$ cat config.mk
export PLATFORM = sky130hd
export DESIGN_NAME = seq_alu
export DESIGN_NICKNAME = d
export VERILOG_FILES = /design/src/rtl/alu_pkg.sv /design/src/rtl/seq_multiplier.sv /design/src/rtl/seq_alu.sv
export SDC_FILE = /design/constraint.sdc
export NUM_CORES = 1
export LEC_CHECK = 0
export CORE_UTILIZATION = 45
export CTS_BUF_LIST = sky130_fd_sc_hd__clkbuf_2
export DETAILED_ROUTE_END_ITERATION = 16
export GPL_TIMING_DRIVEN = 0
export HOLD_SLACK_MARGIN = 0.1
export PLACE_DENSITY = 0.76
export SLEW_MARGIN = 20
export SYNTH_ARGS = -nofsm -noshare
export SYNTH_HDL_FRONTEND = slang
export SYNTH_SLANG_ARGS = --single-unit
$ cat constraint.sdc
create_clock -name clk -period 8.2 [get_ports clk]
set_input_delay 1.23 -clock clk [delete_from_list [all_inputs] [get_ports clk]]
set_output_delay 1.23 -clock clk [all_outputs]
set_load 0.01 [all_outputs]
$ cat src/rtl/alu_pkg.sv
// Shared opcode map and FSM state encoding for the sequential ALU.
// The opcode values match the original 2-bit combinational ALU.
package alu_pkg;

  localparam logic [1:0] OP_ZERO = 2'b00;
  localparam logic [1:0] OP_ADD  = 2'b01;
  localparam logic [1:0] OP_SUB  = 2'b10;
  localparam logic [1:0] OP_MUL  = 2'b11;

  localparam logic [1:0] IDLE = 2'b00;
  localparam logic [1:0] MUL  = 2'b01;
  localparam logic [1:0] DONE = 2'b10;

endpackage

$ cat src/rtl/seq_multiplier.sv
// Shift-add unsigned multiplier: one multiplier bit per cycle, LSB first.
// done is raised during the final iteration, and product already includes that iteration's add.
module seq_multiplier #(
  parameter int WIDTH = 8
) (
  input  logic               clk,
  input  logic               rst_n,
  input  logic               start,
  input  logic [WIDTH-1:0]   a,
  input  logic [WIDTH-1:0]   b,
  output logic               done,
  output logic [2*WIDTH-1:0] product
);

  localparam int CW = $clog2(WIDTH + 1);

  logic               active_r;
  logic [CW-1:0]      cnt_r;
  logic [2*WIDTH-1:0] acc_r;
  logic [2*WIDTH-1:0] mcand_r;
  logic [WIDTH-1:0]   mplier_r;
  logic [2*WIDTH-1:0] addend_s;
  logic [2*WIDTH-1:0] acc_next_s;
  logic               last_s;

  // Partial product for the current iteration.
  always_comb begin
    addend_s   = {(2*WIDTH){1'b0}};
    if (mplier_r[0]) begin
      addend_s = mcand_r;
    end else begin
      addend_s = {(2*WIDTH){1'b0}};
    end
    acc_next_s = acc_r + addend_s;
    last_s     = active_r && (cnt_r == CW'(WIDTH - 1));
  end

  assign done    = last_s;
  assign product = acc_next_s;

  // Iteration state; reset discards any partial product.
  always_ff @(posedge clk or negedge rst_n) begin
    if (!rst_n) begin
      active_r <= 1'b0;
      cnt_r    <= {CW{1'b0}};
      acc_r    <= {(2*WIDTH){1'b0}};
      mcand_r  <= {(2*WIDTH){1'b0}};
      mplier_r <= {WIDTH{1'b0}};
    end else if (start) begin
      active_r <= 1'b1;
      cnt_r    <= {CW{1'b0}};
      acc_r    <= {(2*WIDTH){1'b0}};
      mcand_r  <= {{WIDTH{1'b0}}, a};
      mplier_r <= b;
    end else if (active_r) begin
      acc_r    <= acc_next_s;
      mcand_r  <= mcand_r << 1;
      mplier_r <= mplier_r >> 1;
      cnt_r    <= cnt_r + CW'(1);
      active_r <= !last_s;
    end else begin
      active_r <= 1'b0;
    end
  end

endmodule

$ cat src/rtl/seq_alu.sv
// Handshaked ALU: zero/add/sub complete in one cycle, multiply runs through seq_multiplier.
// Control outputs are decoded purely from the registered state.
module seq_alu
  import alu_pkg::*;
#(
  parameter int WIDTH = 8
) (
  input  logic               clk,
  input  logic               rst_n,
  input  logic               in_valid,
  output logic               in_ready,
  input  logic [WIDTH-1:0]   x,
  input  logic [WIDTH-1:0]   y,
  input  logic [1:0]         op,
  output logic               out_valid,
  input  logic               out_ready,
  output logic [2*WIDTH-1:0] result,
  output logic               busy
);

  logic [1:0]         state_r;
  logic [2*WIDTH-1:0] result_r;
  logic               accept_s;
  logic               mul_start_s;
  logic               mul_done_s;
  logic [2*WIDTH-1:0] mul_product_s;
  logic [WIDTH:0]     sum_s;
  logic [WIDTH:0]     diff_s;
  logic [2*WIDTH-1:0] simple_res_s;

  assign in_ready    = (state_r == IDLE);
  assign out_valid   = (state_r == DONE);
  assign busy        = (state_r != IDLE);
  assign result      = result_r;
  assign accept_s    = in_valid && (state_r == IDLE);
  assign mul_start_s = accept_s && (op == OP_MUL);

  // Single-cycle ops; the extra top bit of diff_s is the borrow.
  always_comb begin
    sum_s        = {1'b0, x} + {1'b0, y};
    diff_s       = {1'b0, x} - {1'b0, y};
    simple_res_s = {(2*WIDTH){1'b0}};
    case (op)
      OP_ZERO: simple_res_s = {(2*WIDTH){1'b0}};
      OP_ADD:  simple_res_s = {{(WIDTH-1){1'b0}}, sum_s};
      OP_SUB:  simple_res_s = {{(WIDTH-1){1'b0}}, diff_s};
      default: simple_res_s = {(2*WIDTH){1'b0}};
    endcase
  end

  seq_multiplier #(
    .WIDTH (WIDTH)
  ) u_mul (
    .clk     (clk),
    .rst_n   (rst_n),
    .start   (mul_start_s),
    .a       (x),
    .b       (y),
    .done    (mul_done_s),
    .product (mul_product_s)
  );

  // Control FSM; result only loads on entry to DONE.
  always_ff @(posedge clk or negedge rst_n) begin
    if (!rst_n) begin
      state_r  <= IDLE;
      result_r <= {(2*WIDTH){1'b0}};
    end else begin
      case (state_r)
        IDLE: begin
          if (accept_s) begin
            if (op == OP_MUL) begin
              state_r <= MUL;
            end else begin
              state_r  <= DONE;
              result_r <= simple_res_s;
            end
          end else begin
            state_r <= IDLE;
          end
        end
        MUL: begin
          if (mul_done_s) begin
            state_r  <= DONE;
            result_r <= mul_product_s;
          end else begin
            state_r <= MUL;
          end
        end
        DONE: begin
          if (out_ready) begin
            state_r <= IDLE;
          end else begin
            state_r <= DONE;
          end
        end
        default: state_r <= IDLE;
      endcase
    end
  end

endmodule
# --- Word level (Yosys, flattened, before mapping) ---
# Cells that the tools add are included.
word_totals:
  register_bits: 63
  output_inout_bits: 19
  inputBits: 22
  word_cells: 50
op_classes:
  reduce_logical: 9
  mux: 21
  n_eq_ne: 9
  add_sub_neg: 4
ops:
  columns: ["operator", "n"]
  rows:
  - ["$mux W16", 8]
  - ["$pmux W16 S2", 1]
  - ["$pmux W9 S2", 1]
  - ["$add A16 B16 Y16", 1]
  - ["$mux W8", 2]
  - ["$add A8 B8 Y9", 1]
  - ["$sub A8 B8 Y9", 1]
  - ["$mux W2", 4]
  - ["$mux W4", 2]
  - ["$eq A2 B2 Y1 const B", 3]
  - ["$pmux W2 S3", 1]
  - ["$reduce_bool A2 Y1", 3]
  - ["$add A4 B1 Y4 const B", 1]
  - ["$eq A2 B1 Y1 const B", 2]
  - ["$eq A4 B3 Y1 const B", 1]
  - ["$ne A2 B1 Y1 const B", 2]
  - ["$reduce_and A4 Y1", 1]
  - ["$logic_and A1 B1 Y1", 3]
  - ["$logic_not A2 Y1", 1]
  - ["$mux W1", 2]
  - ["$ne A2 B2 Y1 const B", 1]
  - ["$logic_not A1 Y1", 1]

# --- Logic depth before layout (Yosys ltp) ---
depth:
  depth_word: 5
  mapped_depth: 12
  mapped_depth_nobuf: 12

# --- By module ---
# From an unflattened synthesis, not the netlist that was laid out.
unflattened:
  hier_cells: 455
  area_unflattened_um2: 4235.3
modules_own_cells:
  columns: ["mod", "area_per_inst_um2", "cells_each", "seq_area_each_um2", "instances"]
  rows:
  - ["seq_multiplier", 2937.8, 312, 1126.1, 1]
  - ["seq_alu", 1297.5, 143, 450.4, 1]

# --- Least setup slack after synthesis ---
# OpenSTA, ideal clock, no wires.
synth_path:
  kind: "input -> register"
  start: "input op[0]"
  end: "register result_r[8] (netlist: result[8])"
  slack_ns: 4.693
  cell_stages: 11
  path_buffers: 1
  required_time_ns: 8.117
  setup_ns: 0.083
  t_arrival_ns: 3.424
  path_cell_list: "inv_1 ha_1 clkbuf_1 mux2i_1 fa_1 a211oi_1 o21bai_1 a2111oi_0 nor3_1 xor2_1 o21ai_0"
synth_via:
  elab_chain_len: 5
  word_cells_on_any_way: 9
  classes_between: "eq/ne (4); mux (4); reduce/logical (1)"
synth_lines:
  columns: ["item", "line", "rtl"]
  rows:
  - ["start: declaration", "seq_alu.sv:14", "input logic [1:0] op,"]
  - ["$eq A2 B2 Y1 / $eq A2 B1 Y1 (equally long branches)", "seq_alu.sv:43", "case (op)"]
  - ["$pmux W9 S2", "seq_alu.sv:43", null]
  - ["$mux W16", "seq_alu.sv:72", "if (op == OP_MUL) begin"]
  - ["$mux W16", "seq_alu.sv:71", "if (accept_s) begin"]
  - ["$pmux W16 S2", "seq_alu.sv:69", "case (state_r)"]
  - ["end signal: assignment", "seq_alu.sv:67", "result_r <= {(2*WIDTH){1'b0}};"]
  - ["end signal: assignment", "seq_alu.sv:76", "result_r <= simple_res_s;"]
  - ["end signal: assignment", "seq_alu.sv:85", "result_r <= mul_product_s;"]
  - ["end: declaration", "seq_alu.sv:22", "logic [2*WIDTH-1:0] result_r;"]
# Several ways; a longest one is shown, not always the timed one. The select of a mux whose other input is x is not followed.
# A chain may end at the register's enable or synchronous reset.

# --- Final worst setup path ---
# Same ends and word-level chain as after synthesis.

==> out/metrics.cfg <==
[yosys]
synth_ff_type = dfrtp_1
synth_area_leaders = dfrtp_1 39%, ha_1 8.4%, mux2i_1 8.2%
syn_area_per_cell_sq_um = 9.277
ys_warn_count = 0
synth_area_sq_um = 4026
synth_cell_type_count = 48
synth_edf_count = 0
syn_inst = 434
synthesis.nets = 485
postSynth.asyncResetShare = 1.000
ys_seq_elements = 63
synth_top_area_share = 0.3915
synth_largest_area_cell = dfrtp_1
yosysSeqAreaShare = 0.3915

[layout]
mostFrequentLayoutCell = dfrtp_1
n_fill_cell = 817
n_antenna_cell = 0
seq_area_sq_um = 1577
final_area_sq_um = 4656
final_cell_mix = 63 x dfrtp_1, 44 x nor2_1, 39 x clkdlybuf4s50_1, 33 x mux2i_1, 33 x o21ai_0
drive_above_1_share = 0.04082
syn2layout_area_growth_pct = 15.63
nets = 537
multi_input_area_sq_um = 2326

[sta]
max_slew_margin = 0.4975
finalHoldViolCount = 0
final.period_utilization = 0.4626
tightest_slew_ns = 0.7538
fmax_mhz = 263.6
drv_slew = 0
fin_crit_ns = 3.793
finalSetupViolations = 0
clock-skew-final_ns = 0.03089
rsz0062_at_grt = no
fin_ws_ns = 4.407
tns_ns = 0

[power_and_ir_drop]
ir_drop_mv = 0.1106
p_leak_nw = 2.190
power-per-cell-area_nw_per_um2 = 294.0
p_total_mw = 1.369

[setup_path]
cpPeakStageDelay_ns = 0.48
crit_path_cell_trace = clkdlybuf4s50_1 -> inv_1 -> ha_1 -> clkbuf_1 -> mux2i_1 -> fa_1 -> a211oi_1 -> o21bai_1 -> a2111oi_0 -> nor3_1 -> xor2_1 -> o21ai_0
crit_slowest_cell = fa_1
startpoint_type = input pin
criticalPathCategory = in2reg
critPathArrivalTime_ns = 4.21
worstPathRequired_ns = 8.62
crit_path_end_kind = flop
crit_fanout = 8

[placement]
dpl-instance-area_sq_um = 4579
hpwl_mm = 7.350
gp_congestion = 0.8885
place_ws_ns = 3.886
port_buffers = 40

[clock_network]
clock_sinks = 63
cts_tree = done
htree_num_levels = 3
numCtsBuffers = 9
ctsResizeCount = 0
cts_hold_buf = 0
clock_latency_ns = 0.50
cts_setup_buffers = 0
cts_root_buf = clkbuf_2
clockBufferDepth = 2
cts.clk_slew.worst_paths_ns = 0.19

[floorplanning]
fp.coreArea_sq_um = 8678
dieArea_sq_um = 9330
die_w_microns = 96.59
die_h_microns = 96.59
ios = 41
start_util = 0.4640
rows = 34

[routing]
drt_iter0_markers = 197
totalWireLength_mm = 9.568
ant_nets = 0
vias_per_cell = 5.786
drc = 0
num_vias = 3460
drt-pass1-iter-count = 4
wire_per_inst_microns = 16.00

[global_routing]
grt_pass1_wl_mm = 15.66
grt.overflow.total = 0
grt_use_total = 0.2244
grt_pass1_vias = 3297
grt_max_degree = 35
antenna_found_initial = 0

[job]
maxCapViolCount = 0

[min_path]
hp-class = reg2reg

[run_status]
status = complete, no violations

## power by group
group / internal [mW] / leakage, nW / switching (mW)
Combinational: 0.316 / 1.32 / 0.391
Sequential: 0.427 / 0.815 / 0.0843
Clock: 0.0372 / 0.0566 / 0.113
Total: 0.780 / 2.19 / 0.589
## final timing paths
path | startpoint | cells after the start | slack (ns) | to
max | op[0] | 12 | 4.41 | result[8]
min reg2reg | result[1] | 2 | 0.50 | result[1]
min in group asynchronous | rst_n | 1 | 0.63 | u_mul.mcand_r[0]
max in group asynchronous | rst_n | 2 | 7.04 | result[0]
max reg2reg | u_mul.mplier_r[0] | 10 | 5.04 | result[14]
min | result[1] | 2 | 0.50 | result[1]
## cell usage after synthesis (6+ instances only)
| master | instances |
|---|---|
| and2_1 | 15 |
| nor2b_1 | 6 |
| a21o_1 | 7 |
| clkbuf_1 | 20 |
| a22o_1 | 6 |
| xnor2_1 | 16 |
| mux2i_1 | 33 |
| a21oi_1 | 27 |
| ha_1 | 27 |
| nor2_1 | 44 |
| nand2_1 | 32 |
| a31oi_1 | 6 |
| dfrtp_1 | 63 |
| xor2_1 | 10 |
| inv_1 | 11 |
| nor3_1 | 11 |
| o21ai_0 | 33 |
## critical path: cells and delay by family
| family | cells | cell delay [ns] |
|---|---|---|
| fa+ha+maj | 2 | 0.61 |
| xor+xnor | 1 | 0.17 |
| compound gates | 4 | 1.09 |
| mux | 1 | 0.21 |
| simple gates | 1 | 0.12 |
| buf+inv | 3 | 0.79 |
## logic make-up after synthesis
logic type | Yosys count | share of synthesized area
adders and majority gates | 29 | 0.09385
buffers and inverters | 33 | 0.03076
muxes | 34 | 0.08484
and+or+nand+nor | 142 | 0.1728
DFF | 63 | 0.3915
AOI/OAI and AO/OA | 107 | 0.1697
xor gates and xnor gates | 26 | 0.05655
## state kept, by name, indices dropped and copies added (netlist names)
name and count:
result 16, state_r 2, u_mul.acc_r 16, u_mul.active_r 1, u_mul.cnt_r 4, u_mul.mcand_r 16
u_mul.mplier_r 8
## per-stage QoR
stage,hold slack (ns),util,std cells
global route,0.5303,0.5365,598
detailed placement,0.4700,0.5277,583
global placement,0.4671,0.5257,582
finish,0.5038,0.5365,598
CTS,0.5104,0.5365,598
floorplan,0.4772,-,434
## cell type report
cell class	instances	share of cell area
multi-input combinational	338	0.4996
sequential	63	0.3386
timing repair buffer	41	0.08976
tap	108	0.02902
buffer	22	0.01774
clock buffer	10	0.01075
inverter	11	0.008869
clock inverter	5	0.005644
## per-layer routing
layer | GRT usage | vias up | share of wire
li1 | - | 1656 | -
met1 | 0.2913 | 1675 | 0.45
met2 | 0.3797 | 119 | 0.48
met3 | 0.04773 | 10 | 0.059
met4 | 0.05637 | 0 | 0.012
met5 | 0 | - | 0
(Power assumes the default switching activity.)
